--- config.mk ---
export PLATFORM = sky130hd
export DESIGN_NAME = fifo_ctrl
export DESIGN_NICKNAME = d
export VERILOG_FILES = /design/src/rtl/fifo_ctrl.sv
export SDC_FILE = /design/constraint.sdc
export NUM_CORES = 1
export LEC_CHECK = 0
export ABC_AREA = 1
export BUFFER_PORTS_ARGS = -buffer_cell sky130_fd_sc_hd__buf_4
export CAP_MARGIN = 20
export CORE_MARGIN = 2
export CORE_UTILIZATION = 41
export CTS_CLUSTER_SIZE = 28
export DETAILED_ROUTE_END_ITERATION = 8
export PLACE_DENSITY = 0.71
export SETUP_SLACK_MARGIN = 0.02
export SLEW_MARGIN = 20
export SYNTH_ARGS = -nofsm -noshare
export SYNTH_HDL_FRONTEND = slang
export SYNTH_SLANG_ARGS = --single-unit
--- constraint.sdc ---
create_clock -name Clk -period 1.7 [get_ports Clk]
set_input_delay 0.255 -clock Clk [delete_from_list [all_inputs] [get_ports Clk]]
set_output_delay 0.255 -clock Clk [all_outputs]
set_load 0.02 [all_outputs]
--- src/rtl/fifo_ctrl.sv ---
// fifo_ctrl: push/pop control stage in front of a 9-bit FIFO memory.
// Issues same-cycle write/read strobes and tracks occupancy.
// Reports full, empty and almost-full status, plus sticky overflow and underflow flags.
// A flush request re-clears the memory pointers through a one-cycle CLEAR state.
module fifo_ctrl #(
  parameter int DEPTH      = 8,
  parameter int ADDR_WIDTH = 3,
  parameter int AF_LEVEL   = 6
) (
  input  logic                  Clk,
  input  logic                  Rst,
  input  logic                  PushReq,
  input  logic                  PopReq,
  input  logic                  Flush,
  output logic                  Write,
  output logic                  WrInc,
  output logic                  Read,
  output logic                  RdInc,
  output logic                  WrPtrClr,
  output logic                  RdPtrClr,
  output logic                  RdValid,
  output logic [ADDR_WIDTH:0]   Count,
  output logic                  Empty,
  output logic                  Full,
  output logic                  AlmostFull,
  output logic                  Overflow,
  output logic                  Underflow
);

  localparam logic [ADDR_WIDTH:0] DEPTH_C = (ADDR_WIDTH+1)'(DEPTH);
  localparam logic [ADDR_WIDTH:0] AF_C    = (ADDR_WIDTH+1)'(AF_LEVEL);
  localparam logic [ADDR_WIDTH:0] ONE_C   = (ADDR_WIDTH+1)'(1);

  typedef enum logic {CLEAR, RUN} state_t;

  state_t                state_reg, state_next;
  logic [ADDR_WIDTH:0]   count_reg, count_next;
  logic                  overflow_reg, overflow_next;
  logic                  underflow_reg, underflow_next;
  logic                  rd_valid_reg, rd_valid_next;
  logic                  push_ok, pop_ok, ptr_clr;
  logic                  empty, full;

  // Status flags come only from the registered occupancy.
  assign empty = (count_reg == '0);
  assign full  = (count_reg == DEPTH_C);

  // State and status registers; reset parks the block in CLEAR with everything cleared.
  always_ff @(posedge Clk) begin
    if (Rst) begin
      state_reg     <= CLEAR;
      count_reg     <= '0;
      overflow_reg  <= 1'b0;
      underflow_reg <= 1'b0;
      rd_valid_reg  <= 1'b0;
    end else begin
      state_reg     <= state_next;
      count_reg     <= count_next;
      overflow_reg  <= overflow_next;
      underflow_reg <= underflow_next;
      rd_valid_reg  <= rd_valid_next;
    end
  end

  // Next-state and accept logic.
  // CLEAR lasts exactly one cycle and ignores all requests.
  // In RUN, a flush suppresses strobes and returns to CLEAR.
  always_comb begin
    state_next     = state_reg;
    count_next     = count_reg;
    overflow_next  = overflow_reg;
    underflow_next = underflow_reg;
    push_ok        = 1'b0;
    pop_ok         = 1'b0;
    ptr_clr        = 1'b0;
    case (state_reg)
      CLEAR: begin
        ptr_clr    = 1'b1;
        state_next = RUN;
      end
      RUN: begin
        if (Flush) begin
          state_next     = CLEAR;
          count_next     = '0;
          overflow_next  = 1'b0;
          underflow_next = 1'b0;
        end else begin
          // Gating by full/empty blocks fall-through on an empty FIFO.
          // It also blocks a push into a full FIFO, even when a pop is accepted that cycle.
          push_ok = PushReq & ~full;
          pop_ok  = PopReq & ~empty;
          if (push_ok && !pop_ok) begin
            count_next = count_reg + ONE_C;
          end else if (pop_ok && !push_ok) begin
            count_next = count_reg - ONE_C;
          end
          if (PushReq && full) begin
            overflow_next = 1'b1;
          end
          if (PopReq && empty) begin
            underflow_next = 1'b1;
          end
        end
      end
      default: begin
        state_next = CLEAR;
      end
    endcase
    rd_valid_next = pop_ok;
  end

  assign Write      = push_ok;
  assign WrInc      = push_ok;
  assign Read       = pop_ok;
  assign RdInc      = pop_ok;
  assign WrPtrClr   = ptr_clr;
  assign RdPtrClr   = ptr_clr;
  assign RdValid    = rd_valid_reg;
  assign Count      = count_reg;
  assign Empty      = empty;
  assign Full       = full;
  assign AlmostFull = (count_reg >= AF_C);
  assign Overflow   = overflow_reg;
  assign Underflow  = underflow_reg;

endmodule

# Word-level counts from Yosys, hierarchy flattened
# Index checks and enable logic that the tools add are counted.
# word_totals
ff_bits	8
input_bits	5
word_cells	41
out_inout_bits	16
# op_classes
add_sub_neg	2
eq_ne	1
n_mux	14
n_reduce_logical	13
n_bitwise	5
order_cmp	1
# op_table
cell	n
4-bit two-way mux	3
1-bit two-way mux	10
2-bit AND reduction	3
4-bit by 1-bit adder with 4-bit output, second input constant	1
4-bit == test, second input constant	1
4-bit by 3-bit greater-or-equal comparator with 1-bit output, second input constant	1
1-bit logical AND	4
4-bit zero test	1
2-bit nonzero test	2
4-bit by 1-bit subtractor with 4-bit output, second input constant	1
1-bit NOT	3
3-bit nonzero test	1
1-bit AND	2
1-bit zero test	2
1-bit one-hot mux with 2 select lines	1

# Logic depth before layout (Yosys ltp)
# logic_depth
word_depth	8
depth_mapped	13
ltp_nobuf	13

# Least setup slack after synthesis
# Ideal clock, no wire load.
# synth_path
path_type	register to register
from	register count_reg[2], in the netlist Count[2]
to	register count_reg[3], in the netlist Count[3]
path_stages_with_launch	14
setup_time_ns	0.116
setup_slack_ns	-0.117
period_less_slack_ns	1.817
arrival_time_ns	1.701
path_buffers	0
path_cell_list	dfxtp_1 nor2_2 nand2_2 nand2_4 nand3_4 ha_1 a21oi_1 nand2_1 nand2_1 nand2_1 nand2_1 nand2_1 nand2_1 a21oi_1
# synth_between
elab_chain_cells	7
word_cells_on_any_way	17
# synth_rtl
element	line	text
start, declared	37	logic [ADDR_WIDTH:0] count_reg, count_next;
start signal, assigned	58	count_reg <= count_next;
parallel branches: the longest is 7 deep, another holds 4-bit by 1-bit subtractor with 4-bit output	-	
# Several ways; the timed one is not identified. The select of a mux whose other input is x is not followed.
# A chain may end at the register's enable or synchronous reset.

# Worst setup path after layout
# layout_path
from	register count_reg[0], in the netlist Count[0]
to	register count_reg[3], in the netlist Count[3]
# Same word-level chain as after synthesis.

==> metrics.log <==
INFO  metric maximum_frequency_from_static_timing_analysis = approximately 600 MHz
INFO  metric path_clk_slew = ~60 ps
INFO  metric yosys_warning_count = 0
INFO  metric cts_buffers = 3
INFO  metric layout_common_cells = sky130_fd_sc_hd__buf_4 (32), sky130_fd_sc_hd__nand2_1 (11), sky130_fd_sc_hd__inv_1 (9)
INFO  metric beginning_of_the_worst_register_to_register_path = Count[0]$_SDFFE_PP0P_
INFO  metric cts_hold_buffers = 0
INFO  metric synth_cell_types = 21
INFO  metric drt_wl_total = between 1000 and 1500 um
INFO  metric cp.arrival = 1860 ps
INFO  metric p_leak = roughly 0.43 nW
INFO  metric outcome = completed
INFO  metric drtAntennaViolNets = 0
INFO  metric wire_per_inst = 11.8 um
INFO  metric areaGrowthSynthToFinish = 61.5%
INFO  metric syn-cell-area = between 500 and 600 sq um
INFO  metric clk_path_buf_depth = 2
INFO  metric power_frac_comb = 40.4%
INFO  metric first_global_vias = 457
INFO  metric grt_remaining_overflow = 0
INFO  metric cp.buffers_inverters = 0
INFO  metric cts_tree = yes
INFO  metric preCtsSetupSlack = -32.6 ps
INFO  metric worst_pin_slew = between 200 and 300 ps
INFO  metric seqPwrFrac = 35.0%
INFO  metric critical_path.cell_chain = nor2_4 -> nand2_2 -> nand2_4 -> nand3_4 -> ha_4 -> a21oi_4 -> nand2_2 -> nand2_2 -> nand3_1 -> nand2_1 -> nand2_1 -> a21oi_1
INFO  metric io-pin-count = 21
INFO  metric critical_path_peak_fanout = 3
INFO  metric final.setup_skew = roughly 4 ps
INFO  metric htree_num_levels = 1
INFO  metric core_region_area = 0.00127 sq mm
INFO  metric drt-vias-per-instance = 4.69
INFO  metric antenna-diode-count = 0
INFO  metric initialDrtViolationCount = 6
INFO  metric critPathMaxStageDelay = between 300 and 400 ps
INFO  metric cellInternalPower = between 0.3 and 0.4 mW
INFO  metric finalCritPeriodShare = between 90 and 100%
INFO  metric layout_commonest_cell = sky130_fd_sc_hd__buf_4
INFO  metric setup_repair_after_global_routing_missed_its_margin = true
INFO  metric core.rowCount = 13
INFO  metric synth.ff_latch_count = 8
INFO  metric synthCells = 71
INFO  metric final-max-slew-violation-count = 0
INFO  metric synth_sequential_area_ratio = between 20% and 30%
INFO  metric maximum_number_of_pins_on_one_net_before_global_route_repair = 7
INFO  metric die_y = 40.6 um
INFO  metric fraction_of_final_layout_cells_sized_beyond_drive_strength_1 = a little under three fifths
INFO  metric path_common_cell = sky130_fd_sc_hd__nand2_2
INFO  metric max-cap-violations = 0
INFO  metric crit_path_top_delay_cell = sky130_fd_sc_hd__dfxtp_2
INFO  metric worstSkewPairLatency = 250 ps
INFO  metric hold_viol = 0
INFO  metric worst_hold_path_type = in -> reg
INFO  metric number_of_nets_in_the_layout = 113
INFO  metric max_slew_margin = approximately 83%
INFO  metric grt_antenna_before_repair = 0
INFO  metric largest_register_ff_count = 4
INFO  metric synth_fp_nets = between 70 and 80
INFO  metric globalRouteTotalUtil = ~18%
INFO  metric timing_worst_setup_path_type = reg -> reg
INFO  metric power_switching = 0.199 mW
INFO  metric drt-pass1-iter-count = 4
INFO  metric timing.critical_path.max_delay_family = simple AND/OR/NAND/NOR gates
INFO  metric vdd_drop_max = between 400 and 500 uV
INFO  metric post-route-drc-count = 0
INFO  metric synth_area_per_cell = 7.74 sq um
INFO  metric share_clk_of_total_power = about 25%
INFO  metric fin_total_pwr = 0.588 mW
INFO  metric cts_sinks = 8
INFO  metric worstHoldStart = Rst
INFO  metric power.density = between 600 and 700 mW/mm^2
INFO  metric initial_core_util = a little over two fifths
INFO  metric crit_path_capture_type = flop
INFO  metric worst_setup_path_start_kind = flop
INFO  metric count_of_vias_placed_by_the_detailed_router = 554
INFO  metric timing.final.setup_violations = 0
INFO  metric placement.io_buffers = 20
INFO  metric crit_path_start = Count[0]$_SDFFE_PP0P_
INFO  metric post-route-worst-setup-slack = between 20 and 30 ps
INFO  metric crit_required = around 1900 ps
INFO  metric place.detailed.hpwl = around 1100 um
INFO  metric gpl.final_weighted_congestion = ~0.84
INFO  metric cts.root.buffer_cell = sky130_fd_sc_hd__clkbuf_4
INFO  metric die_width = just over 40 um
INFO  metric die_area = approximately 0.0016 sq mm
INFO  metric swShare = 33.8%
INFO  metric final.min_clock_period = 1670 ps
INFO  metric grt_first_pass_wirelength = 1890 um
-- cells by family (layout without fill, tap and decap cells) --
group / count (synthesis) / after routing / synth area share, %
buffers and inverters: 13 / 45 / 10.9
AND/OR/NAND/NOR: 35 / 35 / 36.0
XOR/XNOR: 1 / 1 / 1.59
flip-flops: 8 / 8 / 29.2
AO/OA/AOI/OAI: 11 / 11 / 14.1
adder cells (fa/ha/maj): 3 / 3 / 8.20
-- worst register-to-register path, cell delays in order (launching register included) --
cell	delay (ps)
sky130_fd_sc_hd__dfxtp_2	330
sky130_fd_sc_hd__nor2_4	150
sky130_fd_sc_hd__nand2_2	100
sky130_fd_sc_hd__nand2_4	80
sky130_fd_sc_hd__nand3_4	110
sky130_fd_sc_hd__ha_4	260
sky130_fd_sc_hd__a21oi_4	150
sky130_fd_sc_hd__nand2_2	70
sky130_fd_sc_hd__nand2_2	60
sky130_fd_sc_hd__nand3_1	70
sky130_fd_sc_hd__nand2_1	70
sky130_fd_sc_hd__nand2_1	40
sky130_fd_sc_hd__a21oi_1	120
-- final cells by class --
| cell class | instances | area, sq um |
|---|---|---|
| flip-flops and latches | 8 | 168 |
| multi-input cells | 50 | 400 |
| inverters | 10 | 37.5 |
| fillers | 105 | 382 |
| repair buffers | 32 | 240 |
| well taps | 15 | 18.8 |
| clock buffers | 3 | 22.5 |
-- through the flow --
step,setup TNS [ps],hold WS [ps],cells,cell area (sq um),util (%)
after floorplan,0,317,71,576,-
after CTS,0,185,115,812,64.0
after global routing,-178,190,118,887,69.9
after detailed placement,-32.6,456,110,774,61.0
after global placement,0,453,110,774,61.0
final,0,199,118,887,69.9
-- synth_stat cells (all sizes together) --
library cell,instances,area [sq um]
a21oi,8,55.1
buf,3,22.5
dfxtp,8,160
fa,1,20.0
ha,2,25.0
inv,10,37.5
nand2,18,95.1
nand3,5,37.5
nor2,10,55.1
nor3,2,10.0
o21a,2,15.0
o21bai,1,7.51
xnor2,1,8.76
-- metal layers --
metal / track usage, % / part of all wire (%)
met4: 12.5 / 0.43
met1: 21.5 / 44
met2: 29.0 / 53
met5: 0 / 0
met3: 4.44 / 3.2
-- final timing paths --
| kind | endpoint | slack (ps) | cells past startpoint |
|---|---|---|---|
| min reg2reg | Overflow$_SDFFE_PP0P_ | 460 | 1 |
| max reg2reg | Count[3]$_SDFFE_PP0P_ | 30 | 12 |
| max | Count[3]$_SDFFE_PP0P_ | 30 | 12 |
| min | Count[3]$_SDFFE_PP0P_ | 200 | 2 |
-- power groups by stage --
| stage | combinational (mW) | sequential (mW) | clock (mW) |
|---|---|---|---|
| after floorplan | 0.113 | 0.220 | 0 |
| after global placement | 0.192 | 0.210 | 0 |
| after detailed placement | 0.197 | 0.210 | 0 |
| after CTS | 0.206 | 0.206 | 0.157 |
| after global routing | 0.257 | 0.206 | 0.161 |
| final | 0.237 | 0.206 | 0.145 |
-- repair_timing --
item | 4_1_cts | 5_1_grt
setup buffers | 2 | 3
pin swaps | 2 | 11
endpoints found under the setup margin | 1 | 3
resized for setup | 0 | 10
Note: power is estimated with default switching activity, not from simulation.
